--- config.mk ---
export PLATFORM = sky130hd
export DESIGN_NAME = mpc_bank_arbiter
export DESIGN_NICKNAME = d
export VERILOG_FILES = /design/src/rtl/mpc_types_pkg.sv /design/src/rtl/mpc_rr_arbiter.sv /design/src/rtl/mpc_bank_arbiter.sv
export SDC_FILE = /design/constraint.sdc
export NUM_CORES = 1
export LEC_CHECK = 0
export BUFFER_PORTS_ARGS = -buffer_cell sky130_fd_sc_hd__buf_2
export CAP_MARGIN = 20
export CORE_MARGIN = 1
export CORE_UTILIZATION = 41
export DETAILED_ROUTE_END_ITERATION = 8
export PLACE_DENSITY = 0.77
export SYNTH_ARGS = -nofsm -noshare
export SYNTH_HDL_FRONTEND = slang
export SYNTH_HIERARCHICAL = 1
export SYNTH_SLANG_ARGS = --single-unit
--- constraint.sdc ---
create_clock -name clk_i -period 2.95 [get_ports clk_i]
set_input_delay 0.4425 -clock clk_i [delete_from_list [all_inputs] [get_ports clk_i]]
set_output_delay 0.4425 -clock clk_i [all_outputs]
set_load 0.02 [all_outputs]
--- src/rtl/mpc_types_pkg.sv ---
// Shared multi-port cache types: geometry config, channel/bank request formats
// and the small helpers used by the per-bank arbiter.
package mpc_types;

  localparam int N_CHANNELS = 3;
  localparam int MPC_ADDR_W = 32;
  localparam int MPC_DATA_W = 32;

  typedef struct packed {
    int unsigned dataBits;
    int unsigned lineWords;
    int unsigned sets;
    int unsigned banks;
  } mpc_user_cfg_t;

  typedef struct packed {
    mpc_user_cfg_t u;
    int unsigned   byteWidth;
    int unsigned   offsetWidth;
    int unsigned   setWidth;
    int unsigned   bankWidth;
  } mpc_cfg_t;

  localparam mpc_user_cfg_t MPC_DEFAULT_USER_CFG =
    '{dataBits: 32, lineWords: 4, sets: 64, banks: 4};

  typedef enum logic [2:0] {
    MPC_OP_LOAD  = 3'd0,
    MPC_OP_STORE = 3'd1,
    MPC_OP_FLUSH = 3'd2,
    MPC_OP_INVAL = 3'd3
  } mpc_op_e;

  typedef enum logic [2:0] {
    CACHE_OP_LOAD  = 3'd0,
    CACHE_OP_STORE = 3'd1
  } cache_op_e;

  typedef struct packed {
    mpc_op_e                 op;
    logic [MPC_ADDR_W-1:0]   addr;
    logic [MPC_DATA_W-1:0]   wdata;
  } channel_req_t;

  typedef struct packed {
    logic [N_CHANNELS-1:0]   channel_1hot_id;
    cache_op_e               op;
    logic [MPC_ADDR_W-1:0]   addr;
    logic [MPC_DATA_W-1:0]   wdata;
  } bank_req_t;

  function automatic mpc_cfg_t mpcBuildConfig(mpc_user_cfg_t u);
    mpc_cfg_t c;
    c.u           = u;
    c.byteWidth   = $clog2(u.dataBits / 8);
    c.offsetWidth = $clog2(u.lineWords);
    c.setWidth    = $clog2(u.sets);
    c.bankWidth   = $clog2(u.banks);
    return c;
  endfunction

  // With bankWidth == 0 the mask is empty, so every address maps to bank 0.
  function automatic logic [MPC_ADDR_W-1:0] bank_of(logic [MPC_ADDR_W-1:0] addr, mpc_cfg_t cfg);
    int unsigned           lsb;
    logic [MPC_ADDR_W-1:0] mask;
    lsb  = cfg.byteWidth + cfg.offsetWidth + cfg.setWidth;
    mask = (MPC_ADDR_W'(1) << cfg.bankWidth) - MPC_ADDR_W'(1);
    return (addr >> lsb) & mask;
  endfunction

  function automatic logic is_legal_op(mpc_op_e op);
    return (op == MPC_OP_LOAD) || (op == MPC_OP_STORE);
  endfunction

  function automatic cache_op_e to_cache_op(mpc_op_e op);
    case (op)
      MPC_OP_LOAD:  return CACHE_OP_LOAD;
      MPC_OP_STORE: return CACHE_OP_STORE;
      default:      return cache_op_e'(op);
    endcase
  endfunction

endpackage

--- src/rtl/mpc_rr_arbiter.sv ---
// Combinational round-robin picker: first requester at or above the one-hot
// priority position, wrapping around.
module mpc_rr_arbiter #(
  parameter int N = 3
) (
  input  logic [N-1:0] req,
  input  logic [N-1:0] prio,
  output logic [N-1:0] gnt
);

  logic [2*N-1:0] dbl_req;
  logic [2*N-1:0] dbl_gnt;

  // Subtracting prio from the doubled request vector borrows through the
  // non-requesting positions, isolating the first requester at/after prio.
  always_comb begin
    dbl_req = {req, req};
    dbl_gnt = dbl_req & ~(dbl_req - {{N{1'b0}}, prio});
    gnt     = dbl_gnt[N-1:0] | dbl_gnt[2*N-1:N];
  end

endmodule

--- src/rtl/mpc_bank_arbiter.sv ---
// Per-bank request arbiter: filters channel requests by bank, picks one per
// cycle in round-robin order and registers it into a single-entry output stage.
module mpc_bank_arbiter
  import mpc_types::*;
#(
  parameter mpc_cfg_t    CFG     = mpcBuildConfig(MPC_DEFAULT_USER_CFG),
  parameter int unsigned BANK_ID = 0,
  parameter int          N_CH    = N_CHANNELS
) (
  input  logic                          clk_i,
  input  logic                          rst_i,
  input  logic [N_CH-1:0]               ch_req_valid_i,
  input  channel_req_t [N_CH-1:0]       ch_req_i,
  output logic [N_CH-1:0]               ch_req_ready_o,
  output logic                          bank_req_valid_o,
  output bank_req_t                     bank_req_o,
  input  logic                          bank_req_ready_i,
  output logic                          err_illegal_op_o
);

  logic [N_CH-1:0] hit;
  logic [N_CH-1:0] gnt;
  logic [N_CH-1:0] prio_q, prio_d;
  logic            bank_req_valid_q, bank_req_valid_d;
  bank_req_t       bank_req_q, bank_req_d;
  logic            err_q, err_d;
  logic            can_load;
  logic            accept;
  channel_req_t    win;

  for (genvar gi = 0; gi < N_CH; gi++) begin : g_hit
    assign hit[gi] = ch_req_valid_i[gi] &&
                     (bank_of(ch_req_i[gi].addr, CFG) == MPC_ADDR_W'(BANK_ID));
  end

  mpc_rr_arbiter #(.N(N_CH)) u_rr (
    .req  (hit),
    .prio (prio_q),
    .gnt  (gnt)
  );

  assign can_load = !bank_req_valid_q || bank_req_ready_i;
  assign accept   = (|gnt) && can_load;
  // Reset gating keeps the channels from seeing an accept while the stage is held.
  assign ch_req_ready_o = rst_i ? '0 : (gnt & {N_CH{can_load}});

  always_comb begin
    win = '0;
    for (int c = 0; c < N_CH; c++) begin
      if (gnt[c]) win = ch_req_i[c];
    end

    prio_d           = prio_q;
    bank_req_valid_d = bank_req_valid_q;
    bank_req_d       = bank_req_q;
    err_d            = 1'b0;

    if (accept) begin
      prio_d                     = {gnt[N_CH-2:0], gnt[N_CH-1]};
      bank_req_valid_d           = 1'b1;
      bank_req_d.channel_1hot_id = gnt;
      bank_req_d.op              = to_cache_op(win.op);
      bank_req_d.addr            = win.addr;
      bank_req_d.wdata           = win.wdata;
      err_d                      = !is_legal_op(win.op);
    end else if (bank_req_ready_i) begin
      bank_req_valid_d = 1'b0;
    end
  end

  always_ff @(posedge clk_i or posedge rst_i) begin
    if (rst_i) begin
      prio_q           <= N_CH'(1);
      bank_req_valid_q <= 1'b0;
      bank_req_q       <= '0;
      err_q            <= 1'b0;
    end else begin
      prio_q           <= prio_d;
      bank_req_valid_q <= bank_req_valid_d;
      bank_req_q       <= bank_req_d;
      err_q            <= err_d;
    end
  end

  assign bank_req_valid_o = bank_req_valid_q;
  assign bank_req_o       = bank_req_q;
  assign err_illegal_op_o = err_q;

endmodule

After elaboration in Yosys (flattened, before gate mapping)
Index checks and enable logic that the tools add are counted.
- register bits after elaboration: 75
- input bits: 207
- word-level logic and storage cells: 35
- reductions and logical operators: 14
- equal/unequal tests: 1
- add/sub/neg operators: 1
- mux-type cells: 8
- bitwise operators: 4
- operator list (cell ; count):
    67-bit 2-to-1 mux ; 3
    32-bit logical NOT ; 3
    6-bit AND ; 1
    6-bit NOT ; 1
    3-bit case mux with 2 select lines ; 1
    6-bit by 3-bit subtractor with 6-bit output ; 1
    1-bit logical AND ; 4
    3-bit AND ; 1
    3-bit by 1-bit == test with 1-bit output (second input constant) ; 1
    3-bit logical NOT ; 1
    1-bit 2-to-1 mux ; 3
    3-bit 2-to-1 mux ; 1
    3-bit OR ; 1
    3-bit OR reduction ; 1
    1-bit logical NOT ; 2
    1-bit logical OR ; 2
    2-bit nonzero test ; 1

Logic depth before layout (Yosys ltp)
Gate-level depths: netlist of run 1.
- word-level depth: 13
- depth in mapped cells: 11
- depth with buffers taken out: 9

Modules after synthesis
The synthesis of run 1 kept the hierarchy.
- by module, submodules not included (module ; seq. area each (µm²) ; cells an instance ; area each (µm²) ; times used):
    mpc_bank_arbiter ; 1828.0 ; 411 ; 4832.1 ; 1
    mpc_rr_arbiter ; 0.0 ; 17 ; 141.4 ; 1

Worst setup path after synthesis of run 1
Ideal clock, no wire load.
- path type: input-to-output
- start point: in rst_i
- end point: out ch_req_ready_o[0]
- buffers on the path: 0
- data arrival time: 2.503 ns
- setup slack: 0.005 ns
- stages: 2
- cell sequence: inv_1 > and3_2
- word-level cells in the longest chain between the ends: 1
- RTL lines (element ; line ; text):
    start: declaration ; mpc_bank_arbiter.sv:11 ; input logic rst_i,
    3-bit 2-to-1 mux ; mpc_bank_arbiter.sv:45 ; assign ch_req_ready_o = rst_i ? '0 : (gnt & {N_CH{can_load}});
    end: declaration ; mpc_bank_arbiter.sv:14 ; output logic [N_CH-1:0] ch_req_ready_o,
No other way between the ends.

Worst setup path in the final report of run 1
- start point: in ch_req_valid_i[2]
- end point: out ch_req_ready_o[2]
- word-level cells in the longest chain between the ends: 7
- RTL lines (element ; line ; text):
    start: declaration ; mpc_bank_arbiter.sv:12 ; input logic [N_CH-1:0] ch_req_valid_i,
    1-bit logical AND * ; mpc_bank_arbiter.sv:32 ; assign hit[gi] = ch_req_valid_i[gi] &&
    named net hit[2] ; mpc_bank_arbiter.sv:21 ; logic [N_CH-1:0] hit;
    6-bit by 3-bit subtractor with 6-bit output ; mpc_rr_arbiter.sv:18 ; dbl_gnt = dbl_req & ~(dbl_req - {{N{1'b0}}, prio});
    6-bit NOT ; mpc_rr_arbiter.sv:18 ;
    6-bit AND * ; mpc_rr_arbiter.sv:18 ;
    3-bit OR * ; mpc_rr_arbiter.sv:19 ; gnt = dbl_gnt[N-1:0] | dbl_gnt[2*N-1:N];
    named net gnt[2] ; mpc_bank_arbiter.sv:22 ; logic [N_CH-1:0] gnt;
    3-bit AND * ; mpc_bank_arbiter.sv:45 ;
    3-bit 2-to-1 mux * ; mpc_bank_arbiter.sv:45 ;
Mark *: on every way through the listed nets, which the timed path passes. The rest lies on a longest branch.

==> results of run 1 <==
synth_stat cells (all sizes together) (2+ instances only):
cell type / number / share of area
inv: 5 / 0.0038
nand2b: 2 / 0.0025
and3: 3 / 0.0040
dlymetal6s2s: 2 / 0.0050
ha: 2 / 0.0050
o21a: 2 / 0.0030
a21oi: 3 / 0.0030
nor2b: 2 / 0.0040
a22o: 4 / 0.0073
dfrtp: 72 / 0.36
clkbuf: 15 / 0.038
a221oi: 64 / 0.19
nor3: 2 / 0.0030
a221o: 2 / 0.0045
o31ai: 65 / 0.16
buf: 31 / 0.072
o21ai: 6 / 0.0060
nand2: 69 / 0.052
nor3b: 3 / 0.0045
nor2: 65 / 0.049
registers in the layout (all words and copies together), names as in the netlist:
register,count
bank_req_o,69
prio_q,2
bank_req_valid_o,1
err_illegal_op_o,1
repair_timing:
action                                  in CTS  in global routing
hold endpoints to repair                     0                  0
pin swaps                                    0                  1
gates resized for setup                      1                  0
setup buffers                                0                  2
endpoints found under the setup margin       1                  1
worst max path at each step:
stage	end	cells after the start	from
6_report	ch_req_ready_o[2]	10	ch_req_valid_i[2]
5_1_grt	ch_req_ready_o[2]	10	ch_req_i[110]
4_1_cts	ch_req_ready_o[1]	6	prio_q[0]
3_5_place_dp	bank_req_o[5]	10	ch_req_i[110]
3_3_place_gp	bank_req_o[5]	10	ch_req_i[110]
2_1_floorplan	ch_req_ready_o[0]	2	rst_i
area by class of cell:
class,count,area [um2]
fillers,1014,5050
multi-input cells,302,2580
flip-flops and latches,73,1830
repair buffers,302,1640
clock buffers,9,225
well taps,143,179
clock inverters,7,95.1
inverters,5,20.0
kinds of logic after synthesis:
logic type	synth area share
AOI/OAI and AO/OA	0.380
and+or+nand+nor	0.124
DFF	0.368
buffers and inverters	0.119
adders and majority gates	0.00906
stage by stage:
step            util  setup TNS, ps  total power, mW
2_1_floorplan      -              0             3.85
3_3_place_gp   0.536          -68.1             4.61
3_5_place_dp   0.536          -6120             4.71
4_1_cts        0.564              0             5.89
5_1_grt        0.566              0             6.19
6_report       0.566              0             5.82
critical path: stages:
cell     delay (ps)
buf_2            90
nor3b_1         150
buf_4           140
ha_1            220
or3_4           340
nor3_2          190
o311a_4         210
buf_4           210
and3_1          180
buf_2           160
routing by layer:
metal  global-route usage  up-vias  wire (um)
met5                    0        -          0
met4               0.0933        0        337
met3               0.0340       26        784
met2                0.393      171       7120
met1                0.251     2116       5200
li1                     -     2140          -
power by group through the flow:
stage	registers, mW	logic (mW)	clock network, mW
final	1.78	2.89	1.15
after global routing	1.84	3.12	1.24
after CTS	1.78	2.92	1.19
after detailed placement	1.79	2.92	0
after global placement	1.77	2.85	0
after floorplan	2.34	1.51	0
==> results.md, run 1 <==
* I/O Buffers at 281
* DR DRC count at 17
* I/O pins at 282
* Final RePlAce weighted congestion at 0.776
* Synth Register Bits at 73
* Internal power at 3.35 mW
* Combinational share of power at 0.496
* Top_reg_cell synth: dfrtp_1
* Root buf cell: clkbuf_16
* CP required at 2510 ps
* Failing checks: DRC
* Unique masters post-synth at 41
* Ratio of cells with drive above 1 in the final layout at 0.649
* Final Skew at 4.85 ps
* Hold Buf Count CTS at 0
* Initial antenna violation count at 0
* Dpl ws at -165 ps
* Peak supply drop at 416 uV
* Number of flops mapped to enable cells by yosys at 0
* Final hold slack at 11.7 ps
* CTS tree: done
* R2r endpoint: err_illegal_op_o
* Final ANT Viol Nets at 0
* Net Switching at 2.47 mW
* Fin crit share at 0.949
* Core footprint at 0.0116 mm2
* Antenna cells at 0
* Most common cell after layout, fill and taps aside: buf_2
* Post-Syn Nets at 638
* Sequential power share at 0.306
* Final instance area at 0.00657 mm2
* Largest net degree at the start of global routing at 68
* CTS Buf Count at 9
* HP Class: input pin to async pin
* Mapped Cells at 428
* DRT iter0 DRCs at 186
* Placed Instances at 823
* Worst-Margin Slew at 830 ps
* Reg clk slew, reported paths at 60 ps
* Detailed placement HPWL at 10,300 um
* Async S/R FF share, synth at 1.00
* Die W at 112 um
* Pwr dens at 886 mW/mm2
* Std-Cell Rows at 39
* Max Cap Viol at 0
* Total track usage at 0.216
* Post-Synthesis Cell Area at 0.00497 mm2
* Drt total wl at 13,400 um
* Reg2Reg Setup Slack at 360 ps
* Leak at 3.26 nW
* First-pass detailed-route iteration total at 6
* Final Hold Vio Count at 0
* Ys Warns at 6
* Starting Density at 0.428
* Fmax at 357 MHz
* Worst reg2reg path startpoint: prio_q[0]
* Area after DPL at 0.00623 mm2
* DIE AREA at 0.0126 mm2
* CP startpoint kind: input pin
* Fin. max-slew vios at 0
* Headroom to the max-slew limit at 0.447
* Seq/Total Area, Yosys at 0.368
* CTS Sinks at 73
* Remaining Overflow, GRT at 0
* Via count at 4,453
* Arrival time worst endpoint at 2360 ps
* Most frequent cells in the layout: buf_2, dfrtp_1, nand2_1
* Post-layout min period at 2800 ps
* Setup violations, final at 0
* First-pass GRT wire length at 21,700 um
* CP endpoint kind: output pin
* Final WS setup at 150 ps
* Area Growth Syn to Fin at 32.1%
* Non-Filler Instances at 841
* Vias per cell at 5.29
* Worst Setup Path Type: input pin to output pin
* Layout net count at 903
* Vias in the first global route at 4,523
* Status: finished with violations
* Maximum fanout along the worst path at 12
* Routed WL per cell at 16.0 um
* Mapped Avg Cell Area at 11.6 um2
* Unrepaired setup endpoints after global routing: false
* R2R depth at 9
* # H-tree levels at 3
* Sw Share at 0.425
* CTS max path bufs at 2
* Clock power share at 0.198
* Worst skew pair latency at 320 ps
* Die Y at 112 um
(Power assumes the default switching activity.)
==> run 2, diff against run 1 <==
--- a/config.mk
+++ b/config.mk
@@ -13,5 +13,4 @@
 export PLACE_DENSITY = 0.77
 export SYNTH_ARGS = -nofsm -noshare
 export SYNTH_HDL_FRONTEND = slang
-export SYNTH_HIERARCHICAL = 1
 export SYNTH_SLANG_ARGS = --single-unit
==> run 2 against run 1 <==
Against the previous run:
- the flow now finishes without violations
- clock power decreased by 9%
- via count increased by 9.3%
- register-to-register slack about the same
- combinational power about the same
- final area increased by 4.5%
- sequential share of layout area decreased by 1.2 points
- hold slack improved by 310 ps
- die area increased by 0.98%
- critical path type is now register to output pin
- clock-buffer cell count increased by 3
- total power decreased by 2.8%
- final cell count increased by 7.1%
- first-iteration DRC count increased by 21%
==> results.md, run 2 <==
* Unrepaired setup endpoints after global routing: false
* Cts repair resizes at 0
* Die Y at 113 um
* Status: finished clean
* Root buf cell: clkbuf_16
* Top_reg_cell synth: dfrtp_1
* Ratio of cells with drive above 1 in the final layout at 0.519
* Area Growth Syn to Fin at 36.6%
* Leak at 3.84 nW
* Placed Instances at 885
* Drt total wl at 15,300 um
* Remaining Overflow, GRT at 0
* HP Class: input pin to async pin
* Routed WL per cell at 17.0 um
* Worst Setup Path Type: register to output pin
* Hold Buf Count CTS at 0
* Final Skew at 6.64 ps
* Most common cell after layout, fill and taps aside: buf_2
* First-pass GRT wire length at 24,300 um
* Setup violations, final at 0
* Max reg flops at 69
* Setup tns final at 0 ps
* Core footprint at 0.0120 mm2
* Headroom to the max-slew limit at 0.445
* Fmax at 357 MHz
* Cell taking the most area after synthesis: dfrtp_1
* Worst skew pair latency at 340 ps
* DRT iter0 DRCs at 225
* Mapped Cells at 492
* Max Cap Viol at 0
* Vias in the first global route at 4,845
* Fin crit share at 0.949
* CTS Sinks at 73
* Async S/R FF share, synth at 1.00
* Mapped Avg Cell Area at 10.2 um2
* Via count at 4,868
* CTS Buf Count at 9
* Ys Warns at 0
* Maximum fanout along the worst path at 28
* Total track usage at 0.246
* Detailed placement HPWL at 10,800 um
* R2R depth at 7
* Final ANT Viol Nets at 0
* DIE AREA at 0.0127 mm2
* Post-layout min period at 2800 ps
* Vias per cell at 5.40
* Die W at 113 um
* Synth Register Bits at 73
* CP required at 2510 ps
* Starting Density at 0.420
* Area contributors post-synth: dfrtp_1, mux2_2, mux2_1, o2111ai_1, o21ai_0
* CTS tree: done
* I/O Buffers at 281
* CP startpoint kind: register
* Largest net degree at the start of global routing at 66
* Pwr dens at 825 mW/mm2
* Layout net count at 959
* Synth top cells by count: inv_1, dfrtp_1, o2111ai_1
* Std-Cell Rows at 40
* Fin. max-slew vios at 0
* Yosys top cell area share at 0.359
* Peak supply drop at 512 uV
* Most numerous cell in the Yosys netlist: inv_1
* CP max-delay cell: dfstp_2
* Initial antenna violation count at 1
* Non-Filler Instances at 901
* DR DRC count at 0
* Reg clk slew, reported paths at 60 ps
* # H-tree levels at 3
* Seq/Total Area, Yosys at 0.364
* Slowest cell delay on critical path at 540 ps
* Final hold slack at 317 ps
* I/O pins at 282
* Worst-Margin Slew at 831 ps
* Post-Syn Nets at 702
* Unique masters post-synth at 36
* Final RePlAce weighted congestion at 0.871
* CP cell instances: nand2b_1 -> fa_2 -> a21o_1 -> o21ai_1 -> nand2_2 -> buf_4 -> nor3_2 -> buf_2
* Arrival time worst endpoint at 2360 ps
* Most frequent cells in the layout: buf_2, inv_1, dfrtp_1
* First-pass detailed-route iteration total at 5
* Final Hold Vio Count at 0
* Post-Synthesis Cell Area at 0.00502 mm2
* Kind of cell adding the most delay to the critical path: flip-flops
* CTS max path bufs at 2
* Number of setup buffers added after CTS at 0
* CP endpoint kind: output pin
* Buf/Inv on CP at 2
* Number of flops mapped to enable cells by yosys at 0
* WP depth at 8
==> run 2: changes by cell type in the layout (fill, tap and decap cells not counted), moves of 58 or more <==
| cell | before | now |
|---|---|---|
| inv_1 | 3 | 73 |
| nand2_1 | 69 | 1 |
| o2111ai_1 | 0 | 65 |
| nor2_1 | 65 | 1 |
| mux2_2 | 0 | 63 |
| a221oi_2 | 60 | 0 |
| o31ai_2 | 60 | 0 |
| mux2_1 | 0 | 59 |
| o21ai_0 | 6 | 64 |
==> run 2: path summary, 6_finish.rpt <==
check / startpoint / endpoint / slack [ps]
hold / removal: rst_i / bank_req_o[42] / 320
setup / recovery: prio_q[0] / ch_req_ready_o[1] / 150
hold reg to reg: bank_req_o[42] / bank_req_o[42] / 480
setup reg to reg: prio_q[0] / bank_req_o[27] / 370
max in group asynchronous: rst_i / prio_q[0] / 1890
min in group clk_i: ch_req_i[199] / bank_req_o[65] / 440
==> run 2: report_power, final <==
part           internal [mW]  switching [mW]
Clock                  0.649           0.405
Combinational           1.09            1.83
Sequential              1.45           0.232
Total                   3.19            2.47
==> run 2: cell type report <==
cell class / instances / area (um2)
clock buffer: 12 / 236
fill: 1055 / 5100
antenna: 1 / 2.50
timing repair buffer: 299 / 1620
clock inverter: 3 / 42.5
inverter: 75 / 282
tap: 147 / 184
sequential: 73 / 1830
multi-input combinational: 291 / 2670
==> run 2: metal layers <==
layer  global-route usage  part of all wire
met4                0.101             0.019
met1                0.282              0.40
met5                    0                 0
met3               0.0621             0.073
met2                0.436              0.51
==> run 2: per-stage QoR <==
stage	setup slack (ps)	util	area (um2)	total power, mW
after floorplan	0.641	-	5070	3.65
after global placement	134	0.550	6580	4.59
after detailed placement	98.9	0.550	6580	4.62
after CTS	139	0.573	6860	5.72
after global routing	13.8	0.574	6860	6.02
final	149	0.574	6860	5.66
==> run 2: worst reg2reg max path, stage by stage (launching register included) <==
cell,delay (ps)
dfstp_2,540
nand2b_1,70
fa_2,360
a211o_1,320
o311ai_4,190
buf_12,310
mux2_2,370
mux2_1,290
==> run 2: logic make-up after synthesis <==
logic type / synth area share
compound gates: 0.199
fa+ha+maj: 0.00897
buf+inv: 0.114
flops: 0.364
mux: 0.293
simple gates: 0.0212
==> run 3, diff against run 2 <==
--- a/config.mk
+++ b/config.mk
@@ -11,6 +11,7 @@
 export CORE_UTILIZATION = 41
 export DETAILED_ROUTE_END_ITERATION = 8
 export PLACE_DENSITY = 0.77
+export REMOVE_ABC_BUFFERS = 1
 export SYNTH_ARGS = -nofsm -noshare
 export SYNTH_HDL_FRONTEND = slang
 export SYNTH_SLANG_ARGS = --single-unit
==> run 3 against run 2 <==
Against the previous run:
- flip-flop and latch count unchanged
- total power fell by 0.29%
- global-route usage fell by 1.8 points
- worst setup slack better by 37 ps
- die area unchanged
- clock skew fell by 1.5 ps
- critical path depth fell by 1
- sequential share of layout area is 0.16 points higher
- register-to-register slack better by 20 ps
- first-iteration DRC count decreased by 43%
- final area down 0.60%
==> results.md, run 3 (same netlist as run 2, synthesis figures left out) <==
* Std-Cell Rows at 40
* Final Skew at 5.16 ps
* Max reg flops at 69
* Core footprint at 0.0120 mm2
* First-pass GRT wire length at 23,000 um
* CP cell instances: nand2b_1 -> fa_2 -> a211o_1 -> o311ai_4 -> buf_12 -> nor3_1 -> buf_2
* Wire length on met2 at 7020 um
* Pwr dens at 827 mW/mm2
* CP max-delay cell: dfstp_2
* Buf/Inv on CP at 2
* Area Growth Syn to Fin at 35.7%
* Worst skew pair latency at 330 ps
* I/O pins at 282
* HP Class: input pin to async pin
* Area of the multi-input gates at 0.00266 mm2
* Initial antenna violation count at 0
* Non-Filler Instances at 898
* Number of setup buffers added after CTS at 0
* DRT met1 WL at 5800 um
* Final ANT Viol Nets at 0
* Die Y at 113 um
* Slowest cell delay on critical path at 540 ps
* Ratio of cells with drive above 1 in the final layout at 0.517
* Vias per cell at 5.34
* Total track usage at 0.228
* Peak supply drop at 479 uV
* CP startpoint kind: register
* Fin. max-slew vios at 0
* Arrival time worst endpoint at 2320 ps
* Tot Pwr at 5.64 mW
* CP required at 2510 ps
* Max Cap Viol at 0
* DIE AREA at 0.0127 mm2
* Drt total wl at 14,200 um
* DRT iter0 DRCs at 129
* DR DRC count at 0
* Leak at 3.82 nW
* Layout net count at 957
* Filler cell count at 1,069
* Reg clk slew, reported paths at 60 ps
* Root buf cell: clkbuf_16
* Die W at 113 um
* Maximum fanout along the worst path at 37
* Top Layer Used: met4
* Vias in the first global route at 4,925
* Unrepaired setup endpoints after global routing: false
* Setup tns final at 0 ps
* Placed Instances at 883
* Fin crit share at 0.937
* Routed WL per cell at 15.8 um
* Most common cell after layout, fill and taps aside: buf_2
* R2R depth at 7
* Most frequent cells in the layout: buf_2, inv_1, dfrtp_1
* Starting Density at 0.420
* Reg area at 0.00183 mm2
* Post-layout min period at 2760 ps
* Via count at 4,799
* Detailed placement HPWL at 10,000 um
* CTS Buf Count at 9
* Final RePlAce weighted congestion at 0.803
* Headroom to the max-slew limit at 0.444
* # H-tree levels at 3
* Hold Buf Count CTS at 0
* Met3 WL at 993 um
* Worst reg2reg path startpoint: prio_q[0]
* Reg2Reg Setup Slack at 390 ps
* Final Hold Vio Count at 0
* Fmax at 362 MHz
* CTS Sinks at 73
* Remaining Overflow, GRT at 0
* Setup violations, final at 0
* Kind of cell adding the most delay to the critical path: flip-flops
* Cts repair resizes at 0
* Status: finished clean
* Worst Setup Path Type: register to output pin
* R2r endpoint: bank_req_o[30]
* Antenna cells at 0
* Worst-Margin Slew at 833 ps
* First-pass detailed-route iteration total at 4
* CTS max path bufs at 2
* I/O Buffers at 281
* CTS tree: done
* CP endpoint kind: output pin
* Largest net degree at the start of global routing at 73
## run 3: area by class of cell
class,instances,area share
inverter,75,0.0413
clock inverter,4,0.00661
clock buffer,11,0.0341
timing repair buffer,297,0.233
multi-input combinational,291,0.390
sequential,73,0.268
tap,147,0.0270
## run 3: layer usage
layer | vias up | global-route usage
li1 | 2306 | -
met1 | 2256 | 0.259
met2 | 203 | 0.403
met3 | 34 | 0.0605
met4 | 0 | 0.101
met5 | - | 0
## run 3: worst register-to-register path: cells and delay by family (launching register included)
| kind | cells | cell delay (ps) |
|---|---|---|
| AO/OA/AOI/OAI | 3 | 680 |
| AND/OR/NAND/NOR | 1 | 80 |
| flip-flops | 1 | 540 |
| adder cells (fa/ha/maj) | 1 | 390 |
| multiplexers | 1 | 410 |
| buffers and inverters | 1 | 340 |
## run 3: how the worst max path moves through the flow
stage,from,endpoint,slack [ps],depth (start not counted)
2_1_floorplan,ch_req_valid_i[0],bank_req_o[0],-4940,7
3_3_place_gp,ch_req_i[43],bank_req_o[1],170,9
3_5_place_dp,ch_req_i[43],bank_req_o[1],120,9
4_1_cts,prio_q[0],ch_req_ready_o[2],150,7
5_1_grt,prio_q[0],ch_req_ready_o[2],110,7
6_report,prio_q[0],ch_req_ready_o[2],190,7
## run 3: power by group
group | switching (mW) | internal, mW | leakage [nW]
registers | 0.225 | 1.45 | 0.977
logic | 1.82 | 1.09 | 2.71
clock network | 0.408 | 0.646 | 0.139
total | 2.46 | 3.19 | 3.82
## run 3: stage by stage
step           utilization  instance area (um2)  hold slack (ps)  setup WS [ps]
5_1_grt              0.570                 6820              370            111
4_1_cts              0.570                 6820              326            150
6_report             0.570                 6820              314            187
3_3_place_gp         0.547                 6540              469            167
2_1_floorplan            -                 4730              473          -4940
3_5_place_dp         0.547                 6540              475            124
